<file path="config.mk">
export PLATFORM = sky130hd
export DESIGN_NAME = force_override_arb
export DESIGN_NICKNAME = d
export VERILOG_FILES = /design/src/rtl/force_arb_pkg.sv /design/src/rtl/force_override_arb_rr_pick.sv /design/src/rtl/force_override_arb.sv
export SDC_FILE = /design/constraint.sdc
export NUM_CORES = 1
export LEC_CHECK = 0
export ABC_AREA = 1
export CAP_MARGIN = 10
export CORE_UTILIZATION = 47
export DETAILED_ROUTE_END_ITERATION = 7
export GPL_ROUTABILITY_DRIVEN = 0
export MAX_ROUTING_LAYER = met4
export PLACE_DENSITY = 0.9
export SLEW_MARGIN = 40
export SYNTH_ARGS = -nofsm -noshare
export SYNTH_HDL_FRONTEND = slang
export SYNTH_SLANG_ARGS = --single-unit
</file>
<file path="constraint.sdc">
create_clock -name clk -period 2.18 [get_ports clk]
set_clock_uncertainty 0.1 [all_clocks]
set_input_delay 0.436 -clock clk [delete_from_list [all_inputs] [get_ports clk]]
set_output_delay 0.436 -clock clk [all_outputs]
set_load 0.01 [all_outputs]
</file>
<file path="src/rtl/force_arb_pkg.sv">
// -----------------------------------------------------------------------------
// force_arb_pkg
// Shared types and constants for the force/override arbiter.
//   arb_state_e  : controller states (IDLE / FORCED / RELEASE)
//   owner_idx_t  : owner index sized for the largest supported requester count
//   HOLD_CNT_W   : hold counter width for the default minimum hold
//   cnt_width()  : hold counter width for any HOLD_MIN, $clog2(HOLD_MIN+1)
// -----------------------------------------------------------------------------
package force_arb_pkg;

    typedef enum logic [1:0] {
        IDLE    = 2'd0,
        FORCED  = 2'd1,
        RELEASE = 2'd2
    } arb_state_e;

    localparam int MAX_NREQ    = 8;
    localparam int OWNER_W_MAX = $clog2(MAX_NREQ);

    typedef logic [OWNER_W_MAX-1:0] owner_idx_t;

    localparam int HOLD_MIN_DEFAULT = 2;
    localparam int HOLD_CNT_W       = $clog2(HOLD_MIN_DEFAULT + 1);

    // The counter must be able to hold the value HOLD_MIN itself, since it
    // saturates there.
    function automatic int cnt_width(input int hold_min);
        return (hold_min < 1) ? 1 : $clog2(hold_min + 1);
    endfunction

endpackage

</file>
<file path="src/rtl/force_override_arb_rr_pick.sv">
// -----------------------------------------------------------------------------
// rr_pick
// Combinational round-robin picker. Searches req starting one position after
// 'last', wrapping modulo NREQ (works for non-power-of-2 NREQ).
//   req  : request vector
//   last : index of the previous winner (lowest priority on this pick)
//   any  : at least one request is set
//   sel  : index of the winning request (0 when any=0)
// -----------------------------------------------------------------------------
module rr_pick #(
    parameter int NREQ  = 4,
    parameter int IDX_W = (NREQ > 1) ? $clog2(NREQ) : 1
) (
    input  logic [NREQ-1:0]  req,
    input  logic [IDX_W-1:0] last,
    output logic             any,
    output logic [IDX_W-1:0] sel
);

    // Walk offsets from farthest to nearest so the nearest set request after
    // 'last' is the final assignment and therefore wins.
    always_comb begin
        any = 1'b0;
        sel = '0;
        for (int off = NREQ; off >= 1; off--) begin
            for (int j = 0; j < NREQ; j++) begin
                if (req[j] && (j == ((int'(last) + off) % NREQ))) begin
                    any = 1'b1;
                    sel = IDX_W'(j);
                end
            end
        end
    end

endmodule

</file>
<file path="src/rtl/force_override_arb.sv">
// -----------------------------------------------------------------------------
// force_override_arb
// Arbitrated override of a register-backed output. Requesters compete to force
// their value onto 'out'; the owner holds it for at least HOLD_MIN cycles, then
// a one-cycle RELEASE state shows the natural value before the next grant.
//   clk, rst_n : clock, asynchronous active-low reset
//   nat_in     : natural value, passed straight through when not forced
//   req, rel   : level request / release per requester
//   val        : packed force values, requester i at [i*WIDTH +: WIDTH]
//   gnt        : one-hot owner while forced, else zero
//   forced     : override active
//   owner      : current or last owner index
//   out        : forced ? forced value : nat_in
// -----------------------------------------------------------------------------
module force_override_arb
    import force_arb_pkg::*;
#(
    parameter int NREQ     = 4,
    parameter int WIDTH    = 4,
    parameter int HOLD_MIN = 2
) (
    input  logic                    clk,
    input  logic                    rst_n,
    input  logic [WIDTH-1:0]        nat_in,
    input  logic [NREQ-1:0]         req,
    input  logic [NREQ-1:0]         rel,
    input  logic [NREQ*WIDTH-1:0]   val,
    output logic [NREQ-1:0]         gnt,
    output logic                    forced,
    output logic [$clog2(NREQ)-1:0] owner,
    output logic [WIDTH-1:0]        out
);

    localparam int IDX_W = $clog2(NREQ);
    localparam int CNT_W = cnt_width(HOLD_MIN);

    arb_state_e        state_q, state_d;
    logic [NREQ-1:0]   gnt_q, gnt_d;
    logic              forced_q, forced_d;
    logic [IDX_W-1:0]  owner_q, owner_d;
    logic [IDX_W-1:0]  ptr_q, ptr_d;
    logic [WIDTH-1:0]  fval_q, fval_d;
    logic [CNT_W-1:0]  hold_cnt_q, hold_cnt_d;
    logic              rel_pend_q, rel_pend_d;

    logic [WIDTH-1:0]  val_arr [NREQ];
    logic              pick_any;
    logic [IDX_W-1:0]  pick_sel;
    logic              own_req, own_rel;
    logic              hold_ok, rel_fire;

    always_comb begin
        for (int i = 0; i < NREQ; i++) begin
            val_arr[i] = val[i*WIDTH +: WIDTH];
        end
    end

    // ptr_q is kept apart from owner_q so that reset can give req[0] top
    // priority while still reporting owner=0.
    rr_pick #(
        .NREQ  (NREQ),
        .IDX_W (IDX_W)
    ) u_rr_pick (
        .req  (req),
        .last (ptr_q),
        .any  (pick_any),
        .sel  (pick_sel)
    );

    assign own_req  = req[owner_q];
    assign own_rel  = rel[owner_q];
    // Signed compare keeps HOLD_MIN=1 (always ok) free of constant-compare issues.
    assign hold_ok  = (int'(hold_cnt_q) + 1) >= HOLD_MIN;
    // A release seen too early is remembered in rel_pend_q and honoured later.
    assign rel_fire = (own_rel || rel_pend_q) && hold_ok;

    always_ff @(posedge clk or negedge rst_n) begin
        if (!rst_n) begin
            state_q    <= IDLE;
            gnt_q      <= '0;
            forced_q   <= 1'b0;
            owner_q    <= '0;
            ptr_q      <= IDX_W'(NREQ - 1);
            fval_q     <= '0;
            hold_cnt_q <= '0;
            rel_pend_q <= 1'b0;
        end else begin
            state_q    <= state_d;
            gnt_q      <= gnt_d;
            forced_q   <= forced_d;
            owner_q    <= owner_d;
            ptr_q      <= ptr_d;
            fval_q     <= fval_d;
            hold_cnt_q <= hold_cnt_d;
            rel_pend_q <= rel_pend_d;
        end
    end

    always_comb begin
        state_d = state_q;
        case (state_q)
            IDLE:    if (pick_any) state_d = FORCED;
            FORCED:  if (rel_fire) state_d = RELEASE;
            RELEASE: state_d = IDLE;
            default: state_d = IDLE;
        endcase
    end

    always_comb begin
        gnt_d      = gnt_q;
        forced_d   = forced_q;
        owner_d    = owner_q;
        ptr_d      = ptr_q;
        fval_d     = fval_q;
        hold_cnt_d = hold_cnt_q;
        rel_pend_d = rel_pend_q;
        case (state_q)
            IDLE: begin
                if (pick_any) begin
                    fval_d     = val_arr[pick_sel];
                    owner_d    = pick_sel;
                    ptr_d      = pick_sel;
                    gnt_d      = NREQ'(1) << pick_sel;
                    forced_d   = 1'b1;
                    hold_cnt_d = '0;
                    rel_pend_d = 1'b0;
                end
            end
            FORCED: begin
                if (int'(hold_cnt_q) < HOLD_MIN) begin
                    hold_cnt_d = hold_cnt_q + CNT_W'(1);
                end
                if (rel_fire) begin
                    gnt_d    = '0;
                    forced_d = 1'b0;
                end else if (own_rel) begin
                    // Release beats re-force when both are high.
                    rel_pend_d = 1'b1;
                end else if (own_req) begin
                    fval_d = val_arr[owner_q];
                end
            end
            RELEASE: begin
                gnt_d      = '0;
                forced_d   = 1'b0;
                rel_pend_d = 1'b0;
            end
            default: begin
                gnt_d    = '0;
                forced_d = 1'b0;
            end
        endcase
    end

    assign gnt    = gnt_q;
    assign forced = forced_q;
    assign owner  = owner_q;
    assign out    = forced_q ? fval_q : nat_in;

endmodule

</file>
==> metrics.cfg <==
[worst_setup_path]
crit_family = simple AND/OR/NAND/NOR gates
cp.required_ps = 2310
crit_path_start_kind = register
path_class = register to register
crit_path_max_fanout = 7
critPathMaxStageDelay_ps = 650
cp_common_cell = nand2_1
arrival_ps = 2290
slowest_stage = dfstp_2
crit_buf_inv = 1
crit_path_end_kind = register
crit_chain = buf_6 > nand3_2 > nand2_1 > nand2_1 > nand2_1 > nand2_1 > nand2_1 > nand2_1 > nand2_1 > nand2_1 > nand2_2 > nand2_4 > nand2_4 > nand2_4 > nand2_4 > nand3_1 > nand3_1 > nand2_1 > nand2_1

[cells_and_area]
nFillCells = 206
n_antenna_cell = 0
syn2layout_area_growth_pct = 42.8
stdcell_area_um2 = 2020
layout_commonest_cell = nand2_1
drive_gt1_share_pct = 20.6
final_cell_mix = nand2_1 (58), clkdlybuf4s50_1 (38), nor2_1 (22), buf_4 (20), nand3_1 (18)
fin_nets = 299
instances_no_fill = 298
utilization_pct = 72.0

[placed_design]
io_buffers = 40
placed_area_um2 = 1970
dp_hpwl_mm = 3.06
placedCellCount = 292

[floorplanning]
die_w_um = 56.9
start_util_pct = 50.4
fp.dieArea_um2 = 3230
ios = 41
dieHeight_um = 56.9
design.core.area_um2 = 2810
rows = 19

[run_status]
violations = design-rule violations
outcome = complete, but fails checks

[logic_synthesis]
syn-instance-count = 205
mappedNetlistNets = 236
ys_warn_count = 0
mappedNetlistArea_um2 = 1420
avgSynthCellArea_um2 = 6.90
seq_area_frac_synth_pct = 30.2
yosys.cell_types.count = 30
ys_seq_elements = 17

[sta]
rsz0062_at_grt = true
period_share_pct = 98.8
max_slew_margin_pct = 78.8
worst_pin_slew_ps = 315
setup_viol = 0
max_clock_freq_mhz = 464
finalHoldViolCount = 0
min_period_ps = 2150
report.final.slew_viol_count = 0
holdWs_ps = 365

[global_route]
grt_max_degree = 18
grt_first_pass_wirelength_mm = 6.08
grt_usage_pct = 24.8
grt_pass1_vias = 1410
antenna_found_initial = 0
overflow = 0

[hold_path]
min_path_type = primary input to async pin

[drt]
via_per_inst = 5.51
postRouteWirelength_mm = 3.95
drtAntennaViolNets = 0
drt_first_pass_iters = 6
drt-initial-drc-count = 131
wl_per_cell_um = 13.2
drc = 9
vias = 1643

[clock_network]
cts_hold_buf = 0
cts.clk_slew.worst_paths_ps = 90
cts_tree = yes
clock_latency_ps = 290
cts_htree_levels = 1
cts_sinks = 17
clk_path_buf_depth = 2
clockRootBuffer = clkbuf_4
cts_buffers = 3

[power]
finalPower_uw = 3190
leakagePower_uw = 0.000968
pwr_density_cell_nw_per_um2 = 1580
peakVddDrop_v = 0.00102

[flow_run]
cap_violations = 0

routing by layer:
metal / wire, µm / part of all wire [%] / GRT usage [%] / vias to the layer above
li1: - / - / - / 823
met1: 1780 / 45 / 34.6 / 744
met2: 1830 / 46 / 37.6 / 69
met3: 272 / 6.9 / 2.30 / 7
met4: 59 / 1.5 / 9.06 / 0
met5: 0 / 0 / - / -
kinds of logic after synthesis:
logic type / synth area share (%)
buf+inv: 7.16
simple gates: 44.2
fa+ha+maj: 0.884
compound gates: 17.5
flops: 30.2
final cells by class:
class	count	area, µm²	area share [%]
clock buffer	4	26.3	1.30
inverter	18	70.1	3.47
timing repair buffer	62	572	28.3
tap	31	38.8	1.92
multi-input combinational	166	886	43.8
sequential	17	428	21.2
through the flow:
step | worst slack [ps] | setup TNS (ps)
after floorplan | 277 | 0
after global placement | -177 | -1540
after detailed placement | -257 | -2320
after CTS | 5.11 | 0
after global routing | -106 | -550
final | 25.3 | 0
what timing repair did:
action,in CTS,in global routing
endpoints found under the setup margin,0,14
resized for setup,0,8
setup buffers,0,2
synth_stat cells:
library cell | number | share of area, %
buf_2 | 1 | 0.35
inv_1 | 11 | 2.9
nor2_4 | 2 | 1.6
nand3_2 | 3 | 2.1
dfstp_2 | 2 | 3.7
buf_6 | 2 | 1.6
nand4_1 | 9 | 4.0
nand2_2 | 3 | 1.3
clkbuf_1 | 1 | 0.26
o21ai_0 | 21 | 7.4
a31oi_1 | 4 | 1.8
nor4_4 | 1 | 1.5
a21oi_1 | 8 | 2.8
nor3_1 | 1 | 0.35
nor2_2 | 2 | 0.88
nand2_1 | 58 | 15
nor2_1 | 22 | 5.8
a32o_1 | 2 | 1.4
nand4_2 | 1 | 0.88
nand3_1 | 18 | 6.4
dfrtp_1 | 15 | 27
o21ai_2 | 1 | 0.62
a21oi_4 | 1 | 1.1
inv_4 | 1 | 0.44
o22ai_4 | 1 | 1.4
inv_2 | 6 | 1.6
ha_1 | 1 | 0.88
o31ai_1 | 1 | 0.53
o21ai_1 | 1 | 0.35
nand2_4 | 5 | 4.0
power by group:
group / switching, µW / internal [µW] / leakage (µW) / total (µW)
Clock: 91.4 / 71.2 / 0.0000150 / 163
Combinational: 1380 / 1010 / 0.000743 / 2390
Sequential: 154 / 481 / 0.000210 / 635
Total: 1630 / 1560 / 0.000968 / 3190
final timing paths:
check / slack (ps) / endpoint / start / depth (start not counted)
max: 30 / fval_q[3]$_DFFE_PN0P_ / ptr_q[0]$_DFFE_PN1P_ / 19
min: 360 / fval_q[3]$_DFFE_PN0P_ / rst_n / 2
max reg2reg: 30 / fval_q[3]$_DFFE_PN0P_ / ptr_q[0]$_DFFE_PN1P_ / 19
min reg2reg: 400 / fval_q[0]$_DFFE_PN0P_ / fval_q[0]$_DFFE_PN0P_ / 2
max in group asynchronous: 1360 / ptr_q[1]$_DFFE_PN1P_ / rst_n / 2
min in group clk: 400 / fval_q[0]$_DFFE_PN0P_ / fval_q[0]$_DFFE_PN0P_ / 2
flip-flops by register name (all words and copies together), names as in the netlist:
| name | count |
|---|---|
| fval_q | 4 |
| gnt | 4 |
| hold_cnt_q | 2 |
| owner | 2 |
| ptr_q | 2 |
| forced | 1 |
| rel_pend_q | 1 |
| state_q | 1 |
Note: power is estimated with default switching activity, not from simulation.
